**src/rtl/core_run_ctrl_pkg.sv**
```systemverilog
// Shared encodings for the core run/stop controller.
package core_run_ctrl_pkg;

    // Controller states
    localparam logic [1:0] ST_IDLE = 2'd0;
    localparam logic [1:0] ST_RUN  = 2'd1;
    localparam logic [1:0] ST_STEP = 2'd2;
    localparam logic [1:0] ST_STOP = 2'd3;

    // Reasons for the most recent stop
    localparam logic [1:0] STOP_RESET = 2'd0;
    localparam logic [1:0] STOP_HALT  = 2'd1;
    localparam logic [1:0] STOP_BRK   = 2'd2;
    localparam logic [1:0] STOP_STEP  = 2'd3;

    // Core is clocked forward only in the running states
    function automatic logic state_enabled(input logic [1:0] st);
        return (st == ST_RUN) || (st == ST_STEP);
    endfunction

endpackage

```
**src/rtl/run_ctrl_resume_sync.sv**
```systemverilog
// Resume button conditioning: 2-flop synchronizer, optional debounce
// (RUN_CTRL_DEBOUNCE_EN), and a registered rising-edge detector that emits
// a single-cycle pulse per press.
module run_ctrl_resume_sync #(
    parameter int unsigned DebounceCnt = 1000000
) (
    input  logic i_clk,
    input  logic i_rst,
    input  logic i_resume,
    output logic o_pulse
);

    logic r_sync1;
    logic r_sync2;
    logic r_level_prev;
    logic r_pulse;
    logic w_level;

    // Bring the asynchronous button level into the clk domain
    always_ff @(posedge i_clk) begin
        if (i_rst) begin
            r_sync1 <= 1'b0;
            r_sync2 <= 1'b0;
        end else begin
            r_sync1 <= i_resume;
            r_sync2 <= r_sync1;
        end
    end

`ifdef RUN_CTRL_DEBOUNCE_EN
    localparam int unsigned CntW = $clog2(DebounceCnt + 1);

    logic [CntW-1:0] r_deb_cnt;
    logic            r_deb;

    // Accept a new level only after it has held for DebounceCnt cycles
    always_ff @(posedge i_clk) begin
        if (i_rst) begin
            r_deb_cnt <= '0;
            r_deb     <= 1'b0;
        end else if (r_sync2 == r_deb) begin
            r_deb_cnt <= '0;
        end else if (r_deb_cnt == CntW'(DebounceCnt - 1)) begin
            r_deb_cnt <= '0;
            r_deb     <= r_sync2;
        end else begin
            r_deb_cnt <= r_deb_cnt + CntW'(1);
        end
    end

    assign w_level = r_deb;
`else
    logic w_unused_deb;
    assign w_unused_deb = ^DebounceCnt;
    assign w_level      = r_sync2;
`endif

    // Registered rising-edge detect: one pulse per low-to-high transition
    always_ff @(posedge i_clk) begin
        if (i_rst) begin
            r_level_prev <= 1'b0;
            r_pulse      <= 1'b0;
        end else begin
            r_level_prev <= w_level;
            r_pulse      <= w_level & ~r_level_prev;
        end
    end

    assign o_pulse = r_pulse;

endmodule

```
**src/rtl/core_run_ctrl.sv**
```systemverilog
// Run/stop scheduler driving the core and performance-counter enable.
// Supports free run, N-cycle stepping, PC breakpoint and halt stops.
// Optional resume debounce is enabled with RUN_CTRL_DEBOUNCE_EN.
module core_run_ctrl
    import core_run_ctrl_pkg::*;
#(
    parameter int unsigned StepBit     = 16,
    parameter int unsigned DebounceCnt = 1000000
) (
    input  logic               i_clk,
    input  logic               i_rst,
    input  logic               i_resume,
    input  logic               i_step_mode,
    input  logic [StepBit-1:0] i_step_cnt,
    input  logic               i_brk_en,
    input  logic [31:0]        i_brk_pc,
    input  logic [31:0]        i_dbg_pc,
    input  logic               i_halt,
    output logic               o_en,
    output logic [1:0]         o_stop_cause,
    output logic [31:0]        o_run_cycles
);

    logic [1:0]         r_state;
    logic [1:0]         r_stop_cause;
    logic [31:0]        r_run_cycles;
    logic [StepBit-1:0] r_step_cnt;
    logic               r_skip;

    logic [1:0]         w_state_nxt;
    logic [1:0]         w_cause_nxt;
    logic [StepBit-1:0] w_step_nxt;
    logic               w_skip_nxt;
    logic               w_resume_pulse;
    logic               w_en;
    logic               w_brk_hit;

    run_ctrl_resume_sync #(
        .DebounceCnt (DebounceCnt)
    ) u_resume_sync (
        .i_clk    (i_clk),
        .i_rst    (i_rst),
        .i_resume (i_resume),
        .o_pulse  (w_resume_pulse)
    );

    assign w_en      = state_enabled(r_state);
    // Skip suppresses the breakpoint we just resumed from for one cycle
    assign w_brk_hit = i_brk_en && (i_dbg_pc == i_brk_pc) && !r_skip;

    // Next-state: start on resume, stop on halt > breakpoint > step exhausted
    always_comb begin
        w_state_nxt = r_state;
        w_cause_nxt = r_stop_cause;
        w_step_nxt  = r_step_cnt;
        w_skip_nxt  = r_skip;
        case (r_state)
            ST_IDLE, ST_STOP: begin
                if (w_resume_pulse) begin
                    w_skip_nxt = (r_state == ST_STOP) && (r_stop_cause == STOP_BRK);
                    if (i_step_mode) begin
                        w_state_nxt = ST_STEP;
                        w_step_nxt  = (i_step_cnt == '0) ? StepBit'(1) : i_step_cnt;
                    end else begin
                        w_state_nxt = ST_RUN;
                    end
                end
            end
            default: begin
                w_skip_nxt = 1'b0;
                if (i_halt) begin
                    w_state_nxt = ST_STOP;
                    w_cause_nxt = STOP_HALT;
                end else if (w_brk_hit) begin
                    w_state_nxt = ST_STOP;
                    w_cause_nxt = STOP_BRK;
                end else if (r_state == ST_STEP) begin
                    if (r_step_cnt == StepBit'(1)) begin
                        w_state_nxt = ST_STOP;
                        w_cause_nxt = STOP_STEP;
                    end else begin
                        w_step_nxt = r_step_cnt - StepBit'(1);
                    end
                end
            end
        endcase
    end

    // State, step counter, skip flag and enabled-cycle counter
    always_ff @(posedge i_clk) begin
        if (i_rst) begin
            r_state      <= ST_IDLE;
            r_stop_cause <= STOP_RESET;
            r_step_cnt   <= '0;
            r_skip       <= 1'b0;
            r_run_cycles <= '0;
        end else begin
            r_state      <= w_state_nxt;
            r_stop_cause <= w_cause_nxt;
            r_step_cnt   <= w_step_nxt;
            r_skip       <= w_skip_nxt;
            if (w_en) begin
                r_run_cycles <= r_run_cycles + 32'd1;
            end
        end
    end

    assign o_en         = w_en;
    assign o_stop_cause = r_stop_cause;
    assign o_run_cycles = r_run_cycles;

endmodule
```
**config.mk**
```make
export PLATFORM = sky130hd
export DESIGN_NAME = core_run_ctrl
export DESIGN_NICKNAME = d
export VERILOG_FILES = /design/src/rtl/core_run_ctrl_pkg.sv /design/src/rtl/run_ctrl_resume_sync.sv /design/src/rtl/core_run_ctrl.sv
export SDC_FILE = /design/constraint.sdc
export NUM_CORES = 1
export LEC_CHECK = 0
export CORE_ASPECT_RATIO = 1.4
export CORE_UTILIZATION = 46
export CTS_CLUSTER_DIAMETER = 80
export DETAILED_ROUTE_END_ITERATION = 12
export PLACE_DENSITY = 0.81
export SYNTH_ARGS = -nofsm -noshare
export SYNTH_HDL_FRONTEND = slang
export SYNTH_SLANG_ARGS = --single-unit
export TNS_END_PERCENT = 10
```
**constraint.sdc**
```tcl
create_clock -name i_clk -period 3.1 [get_ports i_clk]
set_input_delay 0.62 -clock i_clk [delete_from_list [all_inputs] [get_ports i_clk]]
set_output_delay 0.62 -clock i_clk [all_outputs]
set_load 0.02 [all_outputs]
```
==> flow_summary.toml, run 1 <==
[sta]
fin_hold_ws_ns = 0.3884
setup_tns_ns = 0
setup_viol = 0
worst_pin_slew_ns = 0.6306
period_share_pct = 89.93
fmax_mhz = 358.7
fin_skew_ns = 0.007614
relSlewSlack_pct = 57.63
rsz0062_at_grt = "no"
post-route-min-period_ns = 2.788
hold_violations = 0
report.final.slew_viol_count = 0
postLayoutSetupSlackWorst_ns = 0.3122

[grt]
grt_antenna_before_repair = 0
grt_pass1_vias = 3691
overflow = 0
track_usage_pct = 27.44
grt_pass1_wl_um = 16710
grt_max_degree = 49

[placement]
globalplace.congestion = 0.9511
dp_hpwl_um = 8280
io_buffers = 120
pre_cts_slack_ns = 0.2705
placed_area_um2 = 4786

[yosys]
avgSynthCellArea_um2 = 8.208
yosysTopAreaCell = "dfxtp_1"
synth-edff-count = 0
yosysUniqueCellTypes = 60
synth_top_cells_by_area = "dfxtp_1 (33%), xor2_1 (14%), nor2_1 (5.6%), nor4_1 (4.1%), nand2_1 (3.0%)"
syn-num-nets = 515
synth_seq_cells = 57
async_flop_share_pct = 0
synth_largest_type_area_fraction_pct = 32.86
synthFlopType = "dfxtp_1"
synth_seq_area_share_pct = 32.86
synth_area_um2 = 3472
ys_warn_count = 0
synth_cells = 423

[critical_path]
startpoint_type = "flip-flop"
cp.required_ns = 2.48
crit_cells = 5
worstPathArrival_ns = 2.17
crit_buf_inv = 4
endpoint_kind = "primary output"
slowest_stage = "clkdlybuf4s50_1"
cpLargestDelayFamily = "buffers and inverters"
path_max_fanout = 15
crit_path_max_incr_delay_ns = 0.65
crit_chain = "inv_1, ha_1, inv_2, buf_4, clkdlybuf4s50_1"
path_class = "reg -> out"
worstRegToRegCells = 8

[cts]
cts_tree = "yes"
cts_buffers = 9
cts_setup_buffers = 0
cts_hold_buf = 0
cts_resized = 0
clk_pin_slew_ns = 0.07
cts.sinks = 57
clkLatencyLatePin_ns = 0.34
htreeDepth = 3
cts_root_buf = "clkbuf_8"
cts.path.max_buffers = 2

[run]
cap_violations = 0

[floorplan]
die_width_um = 75.43
num_io_pins = 121
die_area_um2 = 7904
core_area_um2 = 7315
row_count = 37
initial_utilization_pct = 47.47
die_h_um = 104.8

[routing]
drt_iter0_markers = 317
drt-pass1-iter-count = 6
vias = 3691
wire_per_inst_um = 16.42
drt_wl_total_um = 10640
drc = 0
ant_nets = 0
vias_per_cell = 5.696

[cells_and_area]
diodes = 0
layout.nets = 638
area_delta_synth_final_pct = 43.50
mostFrequentLayoutCell = "clkdlybuf4s50_1"
fin_area_um2 = 4982
final_cell_mix = "clkdlybuf4s50_1 (119), dfxtp_1 (57), xor2_1 (56), nor2_1 (52), nand2_1 (28)"
drive_gt1_share_pct = 6.352

[pwr]
leakagePower_uw = 0.001839
total_power_uw = 3152
p_per_area_nw_per_um2 = 632.7
vdd_ir_drop_max_mv = 0.3489

[worst_hold_path]
hp-class = "reg -> reg"
min_delay_path_depth = 1

[status]
status = "finished, final reports clean"
[final timing paths]
check / start / to / slack, ns
worst max register to register: r_state[0]$_SDFFE_PP0P_ / r_step_cnt[11]$_SDFFE_PP0P_ / 0.57
worst min register to register: u_resume_sync.r_level_prev$_SDFF_PP0_ / u_resume_sync.o_pulse$_SDFF_PP0_ / 0.39
worst min-delay path: u_resume_sync.r_level_prev$_SDFF_PP0_ / u_resume_sync.o_pulse$_SDFF_PP0_ / 0.39
worst max-delay path: r_state[0]$_SDFFE_PP0P_ / o_en / 0.31
[flip-flops by register name, summed over array words and instances (netlist names)]
| name | cells |
|---|---|
| o_run_cycles | 32 |
| u_resume_sync.r_sync1 | 1 |
| o_stop_cause | 2 |
| u_resume_sync.r_level_prev | 1 |
| r_skip | 1 |
| u_resume_sync.r_sync2 | 1 |
| r_state | 2 |
| r_step_cnt | 16 |
| u_resume_sync.o_pulse | 1 |
[routing by layer]
metal | part of all wire (%) | track usage [%]
met5 | 0 | 0
met4 | 3.8 | 11.90
met3 | 7.1 | 7.715
met2 | 51 | 48.41
met1 | 38 | 29.25
[cells by family after synthesis]
logic type	synth area share (%)
AO/OA/AOI/OAI	15.17
multiplexers	0.5766
flip-flops	32.86
adder cells (fa/ha/maj)	2.162
XOR/XNOR	16.14
AND/OR/NAND/NOR	30.49
buffers and inverters	2.594
[stage by stage]
| stage | util, % | cells |
|---|---|---|
| after detailed placement | 65.43 | 632 |
| after CTS | 68.12 | 648 |
| final | 68.12 | 648 |
| after global placement | 65.43 | 632 |
| after floorplan | - | 423 |
| after global routing | 68.12 | 648 |
[power by group]
group	internal, uW	switching, uW
combinational	648	864
clock	373	316
sequential	824	126
[synthesized netlist by cell type, types with 5 or more instances]
library cell	count
nor2_1	52
nor2b_1	7
a31oi_1	5
xnor2_1	8
nand4_1	15
and4_1	6
or3_1	10
dfxtp_1	57
inv_1	6
ha_1	6
clkbuf_1	11
xor2_1	56
nand3_1	15
o21ai_0	12
nor3_1	18
nor4_1	23
a21oi_1	18
nand2_1	28
[cell type report]
class                           instances  area (um2)
Clock buffer                           10       127.6
Inverter                                7       26.28
Clock inverter                          6       68.82
Multi-Input combinational cell        343        2241
Timing Repair Buffer                  128        1256
Tap cell                               97       121.4
Sequential cell                        57        1141
Fill cell                             643        2332
No activity file was read; power rests on OpenSTA's default activity.
==> run 2: changes to the inputs <==
--- a/config.mk
+++ b/config.mk
@@ -6,6 +6,7 @@
 export NUM_CORES = 1
 export LEC_CHECK = 0
 export CORE_ASPECT_RATIO = 1.4
+export CORE_MARGIN = 2
 export CORE_UTILIZATION = 46
 export CTS_CLUSTER_DIAMETER = 80
 export DETAILED_ROUTE_END_ITERATION = 12
==> run 2 against run 1 <==
Sequential cell count unchanged. Count of clock-buffer cells in the layout unchanged. Clock skew increased by 0.0090 ns. Total power grew 2.0%. Clock power grew 11%. Worst setup slack worse by 0.091 ns. Combinational power is essentially flat. Via count up 1.4%. Non-clock buffer count unchanged. Critical endpoint unchanged. Largest cell class unchanged. Highest routed layer unchanged.
==> flow_summary.toml, run 2 (synthesis gave the netlist of run 1 again) <==
[grt]
track_usage_pct = 26.79
grt_pass1_vias = 3769
grt_max_degree = 29
grt.met1_usage_pct = 29.06
grt_use_met3_pct = 5.556
grt-busiest-layer = "met2"
overflow = 0
use_met2_pct = 49.13
grt_antenna_before_repair = 0
grt_pass1_wl_um = 17770

[run]
cap_violations = 0

[routing]
vias_per_cell = 5.787
drc = 0
drt_iter0_markers = 289
wire_per_inst_um = 16.90
ant_nets = 0
drt-pass1-iter-count = 5
vias = 3744
drt_wl_total_um = 10940

[cells_and_area]
final_cell_mix = "clkdlybuf4s50_1 (119), dfxtp_1 (57), xor2_1 (56), nor2_1 (52), nand2_1 (28)"
area_delta_synth_final_pct = 44.11
drive_gt1_share_pct = 6.364
multi_input_area_um2 = 2241
layout.nets = 638
fin_area_um2 = 5004
largest_reg_flops = 32
diodes = 0
register_area_um2 = 1141
mostFrequentLayoutCell = "clkdlybuf4s50_1"
fill_cells = 629

[cts]
htreeDepth = 3
cts_buffers = 9
cts.sinks = 57
clkLatencyLatePin_ns = 0.34
cts_hold_buf = 0
cts_tree = "yes"
cts_resized = 0
cts_setup_buffers = 0
clk_pin_slew_ns = 0.07
cts.path.max_buffers = 2
cts_root_buf = "clkbuf_8"

[pwr]
switching_share_pct = 39.98
intPower_uw = 1931
power_frac_comb_pct = 46.5
p_per_area_nw_per_um2 = 642.8
leakagePower_uw = 0.001846
p_sw_uw = 1286
seq_power_share_pct = 29.7
pwr-share-clk_pct = 23.8
vdd_ir_drop_max_mv = 0.4637

[sta]
report.final.slew_viol_count = 0
relSlewSlack_pct = 60.26
setup_tns_ns = 0
post-route-min-period_ns = 2.879
period_share_pct = 92.88
fin_skew_ns = 0.01662
rsz0062_at_grt = "no"
setup_viol = 0
hold_violations = 0
fmax_mhz = 347.3
worst_pin_slew_ns = 0.5907

[worst_hold_path]
hp-class = "reg -> reg"

[critical_path]
cp.required_ns = 2.48
path_max_fanout = 15
worstPathArrival_ns = 2.26
startpoint_type = "flip-flop"
endpoint_kind = "primary output"
path_class = "reg -> out"

[floorplan]
core_area_um2 = 7315
initial_utilization_pct = 47.47
die_h_um = 106.8
die_area_um2 = 8269
die_width_um = 77.43
row_count = 37
num_io_pins = 121

[placement]
globalplace.congestion = 0.9474
io_buffers = 120
dp_hpwl_um = 8404
placed_area_um2 = 4786

[status]
status = "finished, final reports clean"
==> run 2: cell types whose count changed in the layout (fill, tap and decap cells not counted) <==
cell        change
clkinv_4        -3
bufinv_16       +1
clkbuf_1        -1
clkbuf_8        +1
clkinvlp_4      +1
==> run 2: per-stage QoR <==
step	setup WS, ns	total power, uW	utilization (%)	hold slack, ns	std cells
2_1_floorplan	0.8110	1951	-	0.3674	423
3_3_place_gp	0.3588	2397	65.43	0.3735	632
3_5_place_dp	0.3099	2422	65.43	0.3845	632
4_1_cts	0.2123	3194	68.41	0.3944	647
5_1_grt	0.1173	3410	68.41	0.4016	647
6_report	0.2208	3216	68.41	0.3909	647
==> run 2: per-layer routing <==
metal | part of all wire [%] | vias to the layer above
met5 | 0 | -
met4 | 3.5 | 0
met3 | 6.3 | 34
met2 | 52 | 172
met1 | 39 | 1736
li1 | - | 1802
==> run 2: power groups by stage <==
stage	Combinational (uW)	Clock (uW)	Sequential, uW
after floorplan	1010	0	943
after CTS	1470	779	949
after detailed placement	1460	0	964
after global placement	1440	0	958
final	1500	767	954
after global routing	1640	809	964
==> run 2: critical path, stage by stage, from the launching register on <==
cell	delay [ns]
dfxtp_1	0.41
inv_1	0.07
ha_1	0.46
inv_2	0.11
buf_4	0.23
clkdlybuf4s50_1	0.65
==> run 2: layout make-up <==
| class | count | share of cell area, % |
|---|---|---|
| timing repair buffer | 128 | 25.11 |
| multi-input combinational | 343 | 44.79 |
| inverter | 7 | 0.5251 |
| clock buffer | 10 | 2.751 |
| clock inverter | 5 | 1.600 |
| tap | 97 | 2.426 |
| sequential | 57 | 22.81 |
==> run 2: path summary, 6_finish.rpt <==
kind,start,to,slack (ns),cells past startpoint
setup reg to reg,r_state[0]$_SDFFE_PP0P_,r_step_cnt[11]$_SDFFE_PP0P_,0.44,8
hold reg to reg,u_resume_sync.r_level_prev$_SDFF_PP0_,u_resume_sync.o_pulse$_SDFF_PP0_,0.39,1
hold / removal,u_resume_sync.r_level_prev$_SDFF_PP0_,u_resume_sync.o_pulse$_SDFF_PP0_,0.39,1
setup / recovery,r_state[0]$_SDFFE_PP0P_,o_en,0.22,5
